## src/rtl/lsu_pkg.sv

```systemverilog
// Shared definitions for the memory-stage load/store unit:
// access-size encodings, FSM state type and size decode.
package lsu_pkg;

  localparam logic [3:0] LS_SIZE_B = 4'b0001;
  localparam logic [3:0] LS_SIZE_H = 4'b0010;
  localparam logic [3:0] LS_SIZE_W = 4'b0100;
  localparam logic [3:0] LS_SIZE_D = 4'b1000;

  typedef enum logic [1:0] {
    IDLE,
    REQ,
    WAIT,
    DRAIN
  } lsu_state_e;

  // Anything that is not a clean one-hot size is handled as a doubleword.
  function automatic logic [3:0] size_bytes(input logic [3:0] size);
    case (size)
      LS_SIZE_B: size_bytes = 4'd1;
      LS_SIZE_H: size_bytes = 4'd2;
      LS_SIZE_W: size_bytes = 4'd4;
      default:   size_bytes = 4'd8;
    endcase
  endfunction

endpackage

```

## src/rtl/lsu_align.sv

```systemverilog
// Combinational datapath of the LSU: misalignment check, store
// shift/mask generation and load extract/extend.
//  chk_addr/chk_size -> misaligned  (incoming request)
//  off/size/is_unsigned/store_data/read_data -> write_data/write_mask/load_data
module lsu_align
  import lsu_pkg::*;
#(
  parameter int DATA_W = 64
) (
  input  logic [2:0]                     chk_addr,
  input  logic [3:0]                     chk_size,
  output logic                           misaligned,
  input  logic [$clog2(DATA_W/8)-1:0]    off,
  input  logic [3:0]                     size,
  input  logic                           is_unsigned,
  input  logic [63:0]                    store_data,
  input  logic [DATA_W-1:0]              read_data,
  output logic [DATA_W-1:0]              write_data,
  output logic [DATA_W-1:0]              write_mask,
  output logic [63:0]                    load_data
);

  localparam int OFF_W = $clog2(DATA_W/8);

  logic [3:0]       chk_bytes;
  logic [3:0]       bytes;
  logic [OFF_W+2:0] sh;
  logic [63:0]      raw;
  logic [63:0]      base_mask;
  logic             sx;

  assign chk_bytes = size_bytes(chk_size);
  assign bytes     = size_bytes(size);

  // Natural alignment: low address bits under the size must be zero.
  assign misaligned =
    |(chk_addr & 3'(chk_bytes - 4'd1));

  assign sh = {off, 3'b000};
  assign raw = 64'(read_data >> sh);
  assign sx = ~is_unsigned;

  always_comb begin
    load_data = raw;
    base_mask = '1;
    case (bytes)
      4'd1: begin
        load_data = {{56{sx & raw[7]}}, raw[7:0]};
        base_mask = 64'h0000_0000_0000_00ff;
      end
      4'd2: begin
        load_data = {{48{sx & raw[15]}}, raw[15:0]};
        base_mask = 64'h0000_0000_0000_ffff;
      end
      4'd4: begin
        load_data = {{32{sx & raw[31]}}, raw[31:0]};
        base_mask = 64'h0000_0000_ffff_ffff;
      end
      default: ;
    endcase
  end

  assign write_mask = DATA_W'(base_mask) << sh;
  assign write_data = DATA_W'(store_data) << sh;

endmodule

```

## src/rtl/lsu_mem_stage.sv

```systemverilog
// Memory-stage load/store controller: captures one op, issues it on
// the opload/opstore index channels, stalls upstream until done.
module lsu_mem_stage
  import lsu_pkg::*;
#(
  parameter int DATA_W  = 64,
  parameter int ADDR_W  = 64,
  parameter int INDEX_W = 19
) (
  input  logic               clock,
  input  logic               reset,
  input  logic               in_valid,
  output logic               in_ready,
  input  logic               is_load,
  input  logic               is_store,
  input  logic               is_unsigned,
  input  logic [3:0]         ls_size,
  input  logic [ADDR_W-1:0]  ls_address,
  input  logic [63:0]        store_data,
  input  logic               flush,
  output logic               out_valid,
  output logic [63:0]        out_load_data,
  output logic               out_misaligned,
  output logic               mem_stall,
  output logic               opload_index_valid,
  input  logic               opload_index_ready,
  output logic [INDEX_W-1:0] opload_index,
  input  logic               opload_operation_done,
  input  logic [DATA_W-1:0]  opload_read_data,
  output logic               opstore_index_valid,
  input  logic               opstore_index_ready,
  output logic [INDEX_W-1:0] opstore_index,
  output logic [DATA_W-1:0]  opstore_write_data,
  output logic [DATA_W-1:0]  opstore_write_mask,
  input  logic               opstore_operation_done
);

  localparam int OFF_W = $clog2(DATA_W/8);
  localparam int IDX_HI = OFF_W + INDEX_W;

  lsu_state_e        state;
  logic              cap_load;
  logic              cap_store;
  logic              cap_unsigned;
  logic [3:0]        cap_size;
  logic [IDX_HI-1:0] cap_addr;
  logic [63:0]       cap_data;

  logic              mem_in;
  logic              mis_in;
  logic              req_ready;
  logic              req_done;
  logic              in_req;
  logic [INDEX_W-1:0] idx;
  logic [DATA_W-1:0] wdata;
  logic [DATA_W-1:0] wmask;
  logic [63:0]       ld_data;
  logic              unused_addr_hi;

  assign unused_addr_hi = ^ls_address[ADDR_W-1:IDX_HI];

  lsu_align #(
    .DATA_W (DATA_W)
  ) u_align (
    .chk_addr    (ls_address[2:0]),
    .chk_size    (ls_size),
    .misaligned  (mis_in),
    .off         (cap_addr[OFF_W-1:0]),
    .size        (cap_size),
    .is_unsigned (cap_unsigned),
    .store_data  (cap_data),
    .read_data   (opload_read_data),
    .write_data  (wdata),
    .write_mask  (wmask),
    .load_data   (ld_data)
  );

  assign mem_in = is_load | is_store;
  assign in_req = state == REQ;
  assign idx = cap_addr[IDX_HI-1:OFF_W];

  // Only the channel owning the captured op is observed.
  assign req_ready = cap_load ? opload_index_ready
                              : opstore_index_ready;
  assign req_done = cap_load ? opload_operation_done
                             : opstore_operation_done;

  assign in_ready = state == IDLE;
  assign mem_stall = (state != IDLE)
    | (in_valid & mem_in & ~mis_in & ~flush);

  assign opload_index_valid = in_req & cap_load;
  assign opstore_index_valid = in_req & cap_store;
  assign opload_index =
    opload_index_valid ? idx : '0;
  assign opstore_index =
    opstore_index_valid ? idx : '0;
  assign opstore_write_data =
    opstore_index_valid ? wdata : '0;
  assign opstore_write_mask =
    opstore_index_valid ? wmask : '0;

  always_ff @(posedge clock) begin
    if (reset) begin
      state          <= IDLE;
      cap_load       <= 1'b0;
      cap_store      <= 1'b0;
      cap_unsigned   <= 1'b0;
      cap_size       <= '0;
      cap_addr       <= '0;
      cap_data       <= '0;
      out_valid      <= 1'b0;
      out_load_data  <= '0;
      out_misaligned <= 1'b0;
    end else begin
      out_valid      <= 1'b0;
      out_load_data  <= '0;
      out_misaligned <= 1'b0;
      unique case (state)
        IDLE: begin
          if (in_valid && !flush) begin
            // Load wins when both kinds are flagged.
            cap_load     <= is_load;
            cap_store    <= is_store & ~is_load;
            cap_unsigned <= is_unsigned;
            cap_size     <= ls_size;
            cap_addr     <= ls_address[IDX_HI-1:0];
            cap_data     <= store_data;
            if (mem_in && !mis_in) begin
              state <= REQ;
            end else begin
              out_valid      <= 1'b1;
              out_misaligned <= mem_in;
            end
          end
        end
        REQ: begin
          if (req_ready) begin
            // Once accepted, a flush must still wait out the access.
            if (req_done) begin
              state <= IDLE;
              if (!flush) begin
                out_valid     <= 1'b1;
                out_load_data <= cap_load ? ld_data : '0;
              end
            end else begin
              state <= flush ? DRAIN : WAIT;
            end
          end else if (flush) begin
            state <= IDLE;
          end
        end
        WAIT: begin
          if (req_done) begin
            state <= IDLE;
            if (!flush) begin
              out_valid     <= 1'b1;
              out_load_data <= cap_load ? ld_data : '0;
            end
          end else if (flush) begin
            state <= DRAIN;
          end
        end
        DRAIN: begin
          if (req_done) state <= IDLE;
        end
      endcase
    end
  end

endmodule
```

## config.mk

```make
export PLATFORM = sky130hd
export DESIGN_NAME = lsu_mem_stage
export DESIGN_NICKNAME = d
export VERILOG_FILES = /design/src/rtl/lsu_pkg.sv /design/src/rtl/lsu_align.sv /design/src/rtl/lsu_mem_stage.sv
export SDC_FILE = /design/constraint.sdc
export NUM_CORES = 1
export LEC_CHECK = 0
export ABC_AREA = 1
export BUFFER_PORTS_ARGS = -buffer_cell sky130_fd_sc_hd__buf_2
export CORE_AREA = 2 2 172 174
export DETAILED_ROUTE_END_ITERATION = 8
export DIE_AREA = 0 0 174 176
export SLEW_MARGIN = 20
export SYNTH_ARGS = -nofsm -noshare
export SYNTH_HDL_FRONTEND = slang
export SYNTH_SLANG_ARGS = --single-unit
```

## constraint.sdc

```tcl
create_clock -name clock -period 1.99 [get_ports clock]
set_clock_uncertainty 0.1 [all_clocks]
set_input_delay 0.199 -clock clock [delete_from_list [all_inputs] [get_ports clock]]
set_output_delay 0.199 -clock clock [all_outputs]
set_load 0.01 [all_outputs]
```

==> results_tabular.tex, run 1 <==
\begin{tabular}{lr}
\hline
Metric & Value \\
\hline
\multicolumn{2}{l}{\textbf{Run status}} \\
Result of the run & finished with violations \\
Failing checks & setup timing \\
\multicolumn{2}{l}{\textbf{Synth}} \\
Post-synthesis register bit count & 161 \\
Count of mapped cells out of synthesis & between 1500 and 2000 \\
Cell taking the most area after synthesis & dfxtp\_1 \\
Nets in the synthesized netlist & 1744 \\
Share of Yosys cell area claimed by the top area cell type & 0.326 \\
Synth top area cells & dfxtp\_1 33\%, o21ai\_0 13\%, nand2\_1 11\% \\
Syn\_area\_per\_cell & 6.46 um\^{}2 \\
Dominant register cell in the synthesized netlist & dfxtp\_1 \\
Synth Warn \# & 0 \\
Cell area after synthesis & 9890 um\^{}2 \\
Share of synthesized area occupied by flip-flops and latches & 0.326 \\
Number of synthesized flops with an enable pin & 0 \\
Async SR Flop Fraction & 0 \\
Distinct cells, synth & 34 \\
\multicolumn{2}{l}{\textbf{Placed design}} \\
Minimum setup slack after placement & -3.07 ps \\
Weighted congestion at the end of routability-driven global placement & 0.972 \\
Placed wire-length estimate & 29.2 mm \\
Standard cell area after detailed placement & 12200 um\^{}2 \\
Number of buffer cells added on primary ports & 400 \\
Number of instances in the placed design & 2230 \\
\multicolumn{2}{l}{\textbf{Route}} \\
Initial detailed-routing violation count & 1257 \\
Initial DRT Pass Iterations & 6 \\
Routed vias/inst & roughly 5.2 \\
Mean routed wirelength per cell & approximately 18 um \\
DRC violations left & 0 \\
Aggregate routed wire length & 43.6 mm \\
Count of vias placed by the detailed router & 12380 \\
Post-route ant nets & 0 \\
\multicolumn{2}{l}{\textbf{Clocking}} \\
Clk sink count & 161 \\
Clock transition time at the flip-flop clock pins of the worst setup and hold paths & $\sim$80 ps \\
Number of buffers added by the clock tree synthesis step & 17 \\
Max clock buf depth & 2 \\
Clock tree from TritonCTS & yes \\
Clock tree root buffer cell & clkbuf\_16 \\
Worst-skew pair later-pin latency & 440 ps \\
H-tree levels & 4 \\
\multicolumn{2}{l}{\textbf{Layout}} \\
Layout cell share with drive strength beyond 1 & 0.404 \\
Layout filler cell count & 2731 \\
Post-route standard cell area excluding fillers & 15900 um\^{}2 \\
Util after Layout & 0.557 \\
Area Growth Syn to Fin & 60.7\% \\
NumNets Final & 2215 \\
Post-layout instance count excluding filler cells & 2400 \\
\multicolumn{2}{l}{\textbf{Pwr}} \\
Static Leakage & around 7.5 nW \\
PD cells & 924 nW/um\^{}2 \\
Worst vdd ir & 0.000625 V \\
Final total power & 14.7 mW \\
\multicolumn{2}{l}{\textbf{Run}} \\
Max-cap violation count & 0 \\
\multicolumn{2}{l}{\textbf{STA}} \\
Fin Setup TNS & -21350 ps \\
Achievable Freq & $\sim$450 MHz \\
Pin slew with the least headroom to its limit & 372 ps \\
Unrepaired setup endpoints after global routing & yes \\
Number of hold violations in the final report & 0 \\
Final worst hold slack & 17.7 ps \\
Max-slew headroom at the worst pin & 0.752 \\
Final worst path period need & 2210 ps \\
Final max-slew violation count & 0 \\
Final-report setup violation count & between 150 and 200 \\
Final worst-path cycle share & 1.11 \\
Worst setup slack after layout & -221 ps \\
\multicolumn{2}{l}{\textbf{Floorplan}} \\
Starting Density & 0.346 \\
Overall die area & 30600 um\^{}2 \\
Die Height & 176 um \\
Number of rows in the core area & 62 \\
Die width & 174 um \\
Number of top-level pins & 443 \\
CORE AREA & between 20000 and 30000 um\^{}2 \\
\multicolumn{2}{l}{\textbf{Worst hold path}} \\
Hold wc startpoint & store\_data[43] \\
Worst min path class & input port to flop \\
\multicolumn{2}{l}{\textbf{Worst setup path}} \\
Top cell family by delay on the critical path & buffers and inverters \\
Endpoint of the worst register-to-register path & out\_load\_data[45] \\
Number of gates on the worst path with buffers counted & 7 \\
Worst R2R Setup Slack & -110 ps \\
Buffers plus inverters on the worst setup path & 4 \\
Crit path from & cap\_addr[0] \\
Crit path kind & flop to primary output \\
Maximum fanout count along the critical path & 10 \\
Master of the slowest instance on the critical path & dfxtp\_4 \\
Endpoint of the most critical setup path & opstore\_write\_data[56] \\
Worst setup SP type & flop \\
Crit. End Element & primary output \\
Data arrival time of the critical path & 1910 ps \\
Cell Chain, Critical Path & buf\_12 > clkbuf\_16 > o21ai\_2 > o21ai\_1 > buf\_4 > o22ai\_1 > buf\_2 \\
Worst-case reg-to-reg path depth & 12 \\
Start of the worst register-to-register path & cap\_addr[0] \\
Endpoint required time on the critical path & 1690 ps \\
Delay of the slowest critical-path stage & 400 ps \\
\multicolumn{2}{l}{\textbf{Global routing}} \\
Pin count of the biggest net entering global routing & between 70 and 80 \\
Global-route total usage across every layer & 0.260 \\
Via count of the first global-routing pass & 11528 \\
Wire length of the first global-routing pass & 62.9 mm \\
Number of antenna violations at the first check in global routing & 1 \\
Grt ovf & 0 \\
\hline
\end{tabular}
[synth_stat cells, types with 3 or more instances]
cell,count
buf_4,67
nor3_1,9
nand3_1,57
clkbuf_1,56
or2_2,3
nand3_2,4
o31ai_1,8
a21boi_0,3
nor3_2,31
nor2_1,175
a21oi_1,134
o21ai_1,24
inv_1,155
ha_1,6
o21ai_0,254
buf_1,4
a22oi_1,4
inv_2,5
o211ai_1,6
o22ai_1,17
nand2_4,3
nand2_1,277
buf_2,27
buf_6,18
a31oi_1,10
dfxtp_1,161
[power by group]
part,leakage [nW],internal (mW),total [mW],switching (mW)
Clock,0.290,1.80,3.43,1.63
Combinational,5.88,2.90,7.38,4.49
Sequential,1.32,3.64,3.87,0.239
Total,7.48,8.33,14.7,6.35
[worst min-delay path by stage]
stage	endpoint	slack, ps	cells after the start
6_report	cap_data[43]	20	3
4_1_cts	cap_data[13]	0.5	3
3_3_place_gp	cap_store	290	2
3_5_place_dp	cap_store	290	2
5_1_grt	cap_size[1]	30	3
2_1_floorplan	cap_store	170	1
[kinds of logic after synthesis]
logic type	synth area share
adders and majority gates	0.00759
DFF	0.326
AOI/OAI and AO/OA	0.244
buffers and inverters	0.169
and+or+nand+nor	0.253
[layout by cell type (no fill, tap or decap), types with 6 or more instances in the layout]
cell,instances
o21ai_0,150
buf_16,7
nand3_2,17
nor3_2,31
nand3_4,9
buf_6,65
nand2_1,253
buf_8,7
nor2_4,18
inv_8,6
buf_12,25
a21oi_1,123
buf_2,351
o21ai_1,72
nand2_4,6
nor3_1,9
a21oi_2,10
clkbuf_16,28
nand3_1,35
dfxtp_1,151
inv_1,143
inv_6,6
inv_2,7
dlygate4sd3_1,85
o211ai_1,6
o22ai_2,9
o21ai_2,51
nor2_2,21
a31oi_1,10
nor2_1,140
o31ai_1,6
nand2_2,21
buf_4,70
[sequential cells by signal, summed over array words and instances, names as in the netlist]
name and cells:
cap_load 1, cap_store 1, out_misaligned 1, out_load_data 64
cap_data 64, cap_addr 22, out_valid 1, cap_size 4
state 2, cap_unsigned 1
[what timing repair did]
action / 4_1_cts / 5_1_grt
gates resized for setup: 231 / 215
pin swaps: 22 / 43
setup buffers: 19 / 15
hold endpoints to repair: 85 / 0
gates cloned: 8 / 17
hold buffers: 85 / 0
setup endpoints to repair: 148 / 267
[tightest hold or removal path: stages]
cell,delay [ps]
buf_2,80
o21ai_0,110
a21oi_1,140
[metal layers]
layer / vias up / GRT usage / wire, um
met5: - / 0 / 0
met4: 0 / 0.0973 / 1510
met3: 104 / 0.0416 / 3500
met2: 661 / 0.460 / 21300
met1: 5727 / 0.319 / 17300
li1: 5888 / - / -
[layout make-up]
cell class,count,area [um^2],area share
Clock inverter,14,169,0.0106
Clock buffer,18,429,0.0270
Tap cell,384,480,0.0302
Antenna cell,1,2.50,0.000158
Sequential cell,161,3250,0.204
Timing Repair inverter,1,7.51,0.000473
Timing Repair Buffer,623,5000,0.315
Multi-Input combinational cell,1037,5890,0.371
Inverter,161,653,0.0411
(Power assumes the default switching activity.)
==> inputs of run 2 (changes only) <==
Settings changed: SKIP_LAST_GASP set to 1.
==> results_tabular.tex, run 2 (synthesis gave the netlist of run 1 again) <==
\begin{tabular}{lr}
\hline
Metric & Value \\
\hline
\multicolumn{2}{l}{\textbf{Worst setup path}} \\
Endpoint of the worst register-to-register path & out\_load\_data[10] \\
Data arrival time of the critical path & 1940 ps (+30 ps) \\
Crit. End Element & primary output \\
Worst R2R Setup Slack & -140 ps (-30 ps) \\
Worst setup SP type & flop \\
Worst-case reg-to-reg path depth & 9 (-3) \\
Maximum fanout count along the critical path & 8 (-2) \\
Start of the worst register-to-register path & cap\_addr[0] \\
Endpoint required time on the critical path & 1690 ps (about the same) \\
Crit path kind & flop to primary output \\
\multicolumn{2}{l}{\textbf{Layout}} \\
Area Growth Syn to Fin & 56.5\% \\
Highest-count cells in the layout ignoring fill and taps & 352 x buf\_2, 255 x nand2\_1, 173 x o21ai\_0, 151 x dfxtp\_1, 146 x nor2\_1 \\
Layout cell share with drive strength beyond 1 & 0.380 (-0.0243) \\
Largest registers in the final layout & cap\_data: 64 flops, out\_load\_data: 64 flops, cap\_addr: 22 flops \\
Leading cell type in the layout, fill and taps excluded & buf\_2 \\
NumNets Final & 2202 (-0.59\%) \\
Util after Layout & 0.542 (-0.0144) \\
\multicolumn{2}{l}{\textbf{Pwr}} \\
Static Leakage & 7.31 nW (-2.3\%) \\
PD cells & 921 nW/um\^{}2 (-0.30\%) \\
Worst vdd ir & 0.000623 V (-0.25\%) \\
Final total power & 14.3 mW (-2.9\%) \\
\multicolumn{2}{l}{\textbf{Route}} \\
Count of vias placed by the detailed router & 12181 (-1.6\%) \\
Initial DRT Pass Iterations & 7 (+1) \\
Initial detailed-routing violation count & 1081 (-14\%) \\
Mean routed wirelength per cell & 17.7 um (-2.5\%) \\
Post-route ant nets & 0 (unchanged) \\
Aggregate routed wire length & 42.2 mm (-3.1\%) \\
DRC violations left & 0 (unchanged) \\
Routed vias/inst & 5.10 (-1.1\%) \\
\multicolumn{2}{l}{\textbf{Run status}} \\
Result of the run & finished with violations \\
Failing checks & setup timing \\
\multicolumn{2}{l}{\textbf{STA}} \\
Final worst-path cycle share & 1.12 (+0.0128) \\
Achievable Freq & 447 MHz (-1.1\%) \\
Number of hold violations in the final report & 0 (unchanged) \\
Final worst hold slack & 12.7 ps (-4.97 ps) \\
Final max-slew violation count & 0 (unchanged) \\
Unrepaired setup endpoints after global routing & yes \\
Pin slew with the least headroom to its limit & 446 ps (+74.8 ps) \\
Final-report setup violation count & 168 (+0.60\%) \\
Final worst path period need & 2240 ps (+25.4 ps) \\
Worst setup slack after layout & -246 ps (-25.4 ps) \\
Max-slew headroom at the worst pin & 0.699 (-0.0530) \\
\multicolumn{2}{l}{\textbf{Clocking}} \\
Clock tree from TritonCTS & yes \\
Worst-skew pair later-pin latency & 430 ps (about the same) \\
H-tree levels & 4 (unchanged) \\
Max clock buf depth & 2 (unchanged) \\
Clk sink count & 161 (unchanged) \\
Number of buffers added by the clock tree synthesis step & 17 (unchanged) \\
Clock transition time at the flip-flop clock pins of the worst setup and hold paths & 80 ps (about the same) \\
Clock tree root buffer cell & clkbuf\_16 \\
\multicolumn{2}{l}{\textbf{Global routing}} \\
Grt ovf & 0 (unchanged) \\
Pin count of the biggest net entering global routing & 77 (unchanged) \\
Number of antenna violations at the first check in global routing & 1 (unchanged) \\
Wire length of the first global-routing pass & 62.6 mm (-0.54\%) \\
Via count of the first global-routing pass & 11508 (-0.17\%) \\
Global-route total usage across every layer & 0.259 (-0.00115) \\
\multicolumn{2}{l}{\textbf{Floorplan}} \\
Number of rows in the core area & 62 (unchanged) \\
Starting Density & 0.346 (unchanged) \\
Die Height & 176 um (unchanged) \\
CORE AREA & 28500 um\^{}2 (unchanged) \\
Number of top-level pins & 443 (unchanged) \\
Overall die area & 30600 um\^{}2 (unchanged) \\
Die width & 174 um (unchanged) \\
\multicolumn{2}{l}{\textbf{Placed design}} \\
Number of buffer cells added on primary ports & 400 (unchanged) \\
Minimum setup slack after placement & -3.07 ps (unchanged) \\
Placed wire-length estimate & 29.2 mm (unchanged) \\
Weighted congestion at the end of routability-driven global placement & 0.972 (unchanged) \\
\multicolumn{2}{l}{\textbf{Run}} \\
Max-cap violation count & 0 (unchanged) \\
\multicolumn{2}{l}{\textbf{Worst hold path}} \\
Destination of the worst hold path & cap\_data[13] \\
Worst min path class & input port to flop \\
Hold wc startpoint & store\_data[13] \\
Hold-critical path depth & 3 (unchanged) \\
\hline
\end{tabular}
[run 2: worst max-delay path, cell delays in order, from the launching register on]
cell and delay (ps):
dfxtp_2 330, inv_2 70, ha_4 140, nand2_4 60
nor2_4 170, buf_4 150, buf_6 130, nand3_1 150
o21ai_1 140, buf_2 160
[run 2: routing by layer]
metal / GRT usage / vias up / part of all wire
met5: 0 / - / 0
met1: 0.320 / 5628 / 0.40
met2: 0.458 / 611 / 0.49
met4: 0.0952 / 0 / 0.031
met3: 0.0388 / 79 / 0.075
li1: - / 5863 / -
[run 2: how the worst max path moves through the flow]
stage	start	end	cells after the start
after CTS	state[1]	opstore_write_mask[63]	8
after detailed placement	cap_size[2]	opstore_write_mask[53]	8
after global routing	cap_size[2]	opstore_write_mask[35]	8
after global placement	cap_size[2]	opstore_write_mask[50]	8
after floorplan	state[1]	opstore_write_mask[25]	8
final	state[1]	opstore_write_data[34]	9
[run 2: area by class of cell]
| type | count | area (um^2) |
|---|---|---|
| Fill cell | 2797 | 13100 |
| Multi-Input combinational cell | 1037 | 5700 |
| Clock inverter | 14 | 169 |
| Tap cell | 384 | 480 |
| Antenna cell | 1 | 2.50 |
| Timing Repair Buffer | 611 | 4810 |
| Sequential cell | 161 | 3250 |
| Inverter | 161 | 643 |
| Clock buffer | 18 | 429 |
[run 2: timing repair]
item | 4_1_cts | 5_1_grt
gates cloned | 8 | 9
hold buffers | 85 | 0
endpoints found under the setup margin | 148 | 283
hold endpoints to repair | 85 | 0
setup buffers | 19 | 8
gates resized for setup | 187 | 165
pin swaps | 22 | 32
[run 2: report_power, final]
group          internal [mW]  leakage (nW)  switching (mW)
sequential              3.63          1.32           0.232
clock                   1.80         0.290            1.62
combinational           2.70          5.71            4.28
[run 2: stage by stage]
step,instances,cell area (um^2),TNS [ps]
2_1_floorplan,1531,9930,-1190
3_3_place_gp,2230,12200,0
3_5_place_dp,2230,12200,-13.9
4_1_cts,2372,14700,-24630
5_1_grt,2386,15500,-40330
6_report,2387,15500,-21760
==> inputs of run 3 (changes only) <==
==> constraint.sdc (replaced) <==
create_clock -name clock -period 1.99 [get_ports clock]
set_clock_uncertainty 0.1 [all_clocks]
set_input_delay 0.398 -clock clock [delete_from_list [all_inputs] [get_ports clock]]
set_output_delay 0.398 -clock clock [all_outputs]
set_load 0.01 [all_outputs]
==> results_tabular.tex, run 3 (synthesis gave the netlist of run 1 again) <==
\begin{tabular}{lr}
\hline
Metric & Value \\
\hline
\multicolumn{2}{l}{\textbf{Layout}} \\
Leading cell type in the layout, fill and taps excluded & buf\_2 \\
Layout filler cell count & 2801 (+0.14\%) \\
Largest registers in the final layout & cap\_data: 64 flops, out\_load\_data: 64 flops, cap\_addr: 22 flops \\
Highest-count cells in the layout ignoring fill and taps & 341 x buf\_2, 236 x nand2\_1, 174 x o21ai\_0, 151 x dfxtp\_1, 145 x nor2\_1 \\
Layout cell share with drive strength beyond 1 & 0.441 (+0.0612) \\
NumNets Final & 2185 (-0.77\%) \\
Area Growth Syn to Fin & 57.9\% \\
\multicolumn{2}{l}{\textbf{Floorplan}} \\
Number of rows in the core area & 62 (unchanged) \\
Overall die area & 30600 um\^{}2 (unchanged) \\
Die Height & 176 um (unchanged) \\
Starting Density & 0.346 (unchanged) \\
CORE AREA & 28500 um\^{}2 (unchanged) \\
Die width & 174 um (unchanged) \\
Number of top-level pins & 443 (unchanged) \\
\multicolumn{2}{l}{\textbf{Pwr}} \\
Sw Ratio & 0.433 (+0.00323) \\
Internal & 8.43 mW (+3.6\%) \\
Flop pwr share & 0.262 (-0.009) \\
PD cells & 952 nW/um\^{}2 (+3.3\%) \\
Clock group share of total power & 0.228 (-0.012) \\
Fraction of power consumed by combinational cells & 0.510 (+0.021) \\
Final total power & 14.9 mW (+4.2\%) \\
Static Leakage & 7.39 nW (+0.99\%) \\
Worst vdd ir & 0.000667 V (+6.9\%) \\
Switching power & 6.43 mW (+5.0\%) \\
\multicolumn{2}{l}{\textbf{STA}} \\
Max-slew headroom at the worst pin & 0.667 (-0.0327) \\
Final worst hold slack & 68.9 ps (+56.2 ps) \\
Final worst path period need & 2520 ps (+286 ps) \\
Pin slew with the least headroom to its limit & 499 ps (+53.2 ps) \\
Achievable Freq & 396 MHz (-11\%) \\
Worst setup slack after layout & -532 ps (-286 ps) \\
Final max-slew violation count & 0 (unchanged) \\
Unrepaired setup endpoints after global routing & yes \\
Number of hold violations in the final report & 0 (unchanged) \\
Final-report setup violation count & 228 (+36\%) \\
Final worst-path cycle share & 1.27 (+0.144) \\
\multicolumn{2}{l}{\textbf{Clocking}} \\
Clk sink count & 161 (unchanged) \\
Clock tree from TritonCTS & yes \\
Max clock buf depth & 2 (unchanged) \\
Clock transition time at the flip-flop clock pins of the worst setup and hold paths & 80 ps (about the same) \\
Quantity of hold-fixing buffers added after cts & 0 (-100\%) \\
H-tree levels & 4 (unchanged) \\
Number of buffers added by the clock tree synthesis step & 17 (unchanged) \\
Worst-skew pair later-pin latency & 430 ps (about the same) \\
Clock tree root buffer cell & clkbuf\_16 \\
\multicolumn{2}{l}{\textbf{Global routing}} \\
Number of antenna violations at the first check in global routing & 1 (unchanged) \\
Global-route total usage across every layer & 0.261 (+0.00222) \\
Met2 Use GR & 0.440 (-0.0178) \\
Pin count of the biggest net entering global routing & 54 (-30\%) \\
Met1 track demand over resource in global routing & 0.348 (+0.0282) \\
Met3 usage in global routing & 0.0390 (+0.000215) \\
GRT busiest layer & met2 \\
Via count of the first global-routing pass & 10995 (-4.5\%) \\
Wire length of the first global-routing pass & 62.7 mm (+0.15\%) \\
Grt ovf & 0 (unchanged) \\
\multicolumn{2}{l}{\textbf{Worst setup path}} \\
Crit path kind & flop to primary output \\
Endpoint required time on the critical path & 1490 ps (-200 ps) \\
Data arrival time of the critical path & 2020 ps (+80 ps) \\
Master of the slowest instance on the critical path & o21ai\_0 \\
Maximum fanout count along the critical path & 16 (+8) \\
Crit. End Element & primary output \\
Delay of the slowest critical-path stage & 410 ps (+80 ps) \\
Cell Chain, Critical Path & buf\_12 > inv\_8 > buf\_12 > o21ai\_0 > o21ai\_0 > o22ai\_2 > buf\_2 \\
Worst setup SP type & flop \\
\multicolumn{2}{l}{\textbf{Route}} \\
Routed vias/inst & 5.10 (about the same) \\
Count of vias placed by the detailed router & 12091 (-0.74\%) \\
Initial detailed-routing violation count & 1158 (+7.1\%) \\
Initial DRT Pass Iterations & 8 (+1) \\
DRC violations left & 0 (unchanged) \\
Mean routed wirelength per cell & 18.2 um (+2.8\%) \\
Post-route ant nets & 0 (unchanged) \\
Aggregate routed wire length & 43.1 mm (+2.2\%) \\
\multicolumn{2}{l}{\textbf{Run}} \\
Max-cap violation count & 0 (unchanged) \\
\multicolumn{2}{l}{\textbf{Placed design}} \\
Number of buffer cells added on primary ports & 400 (unchanged) \\
Weighted congestion at the end of routability-driven global placement & 0.937 (-3.6\%) \\
Placed wire-length estimate & 30.3 mm (+3.8\%) \\
\multicolumn{2}{l}{\textbf{Run status}} \\
Result of the run & finished with violations \\
Failing checks & setup timing \\
\multicolumn{2}{l}{\textbf{Worst hold path}} \\
Worst min path class & input port to flop \\
\hline
\end{tabular}
run 3: area by class of cell:
cell class	instances	area, um^2	area share
timing repair buffer	594	4640	0.297
clock inverter	15	163	0.0104
inverter	161	636	0.0407
multi-input combinational	1037	6020	0.386
clock buffer	17	425	0.0272
sequential	161	3240	0.208
tap	384	480	0.0308
antenna	2	5.00	0.000321
run 3: worst max-delay path: cells and delay by family, from the launching register on:
kind	cells	cell delay, ps
DFF	1	400
AOI/OAI and AO/OA	3	620
buffers and inverters	4	560
run 3: final timing paths:
check / cells past startpoint / start / to / slack, ps
setup reg to reg: 18 / cap_addr[0] / out_load_data[16] / -300
hold / removal: 2 / reset / cap_store / 70
setup / recovery: 7 / cap_addr[0] / opstore_write_data[62] / -530
hold reg to reg: 2 / cap_data[58] / cap_data[58] / 360
run 3: through the flow:
stage / util / worst slack, ps / TNS, ps / instance area [um^2] / cells
6_report: 0.547 / -532 / -67810 / 15600 / 2371
3_3_place_gp: 0.438 / -225 / -2760 / 12500 / 2255
5_1_grt: 0.547 / -654 / -89630 / 15600 / 2369
2_1_floorplan: - / -56.0 / -522 / 10100 / 1531
3_5_place_dp: 0.438 / -237 / -3810 / 12500 / 2255
4_1_cts: 0.512 / -454 / -59730 / 14600 / 2344
run 3: power by group through the flow:
stage | clock [mW] | combinational (mW) | sequential [mW]
after floorplan | 0 | 3.75 | 3.84
after global placement | 0 | 5.48 | 3.91
after detailed placement | 0 | 5.52 | 3.91
after CTS | 3.43 | 6.75 | 3.84
after global routing | 3.59 | 8.19 | 3.93
final | 3.39 | 7.58 | 3.89
run 3: routing by layer:
layer / part of all wire / up-vias / wire length, um
met5: 0 / - / 0
met4: 0.031 / 0 / 1340
met3: 0.071 / 87 / 3060
met2: 0.48 / 587 / 20600
met1: 0.42 / 5579 / 18200
li1: - / 5838 / -
run 3: timing repair:
| item | 4_1_cts | 5_1_grt |
|---|---|---|
| resized for setup | 252 | 172 |
| gates cloned | 9 | 11 |
| pin swaps | 39 | 35 |
| setup buffers | 48 | 18 |
| endpoints found under the setup margin | 209 | 257 |
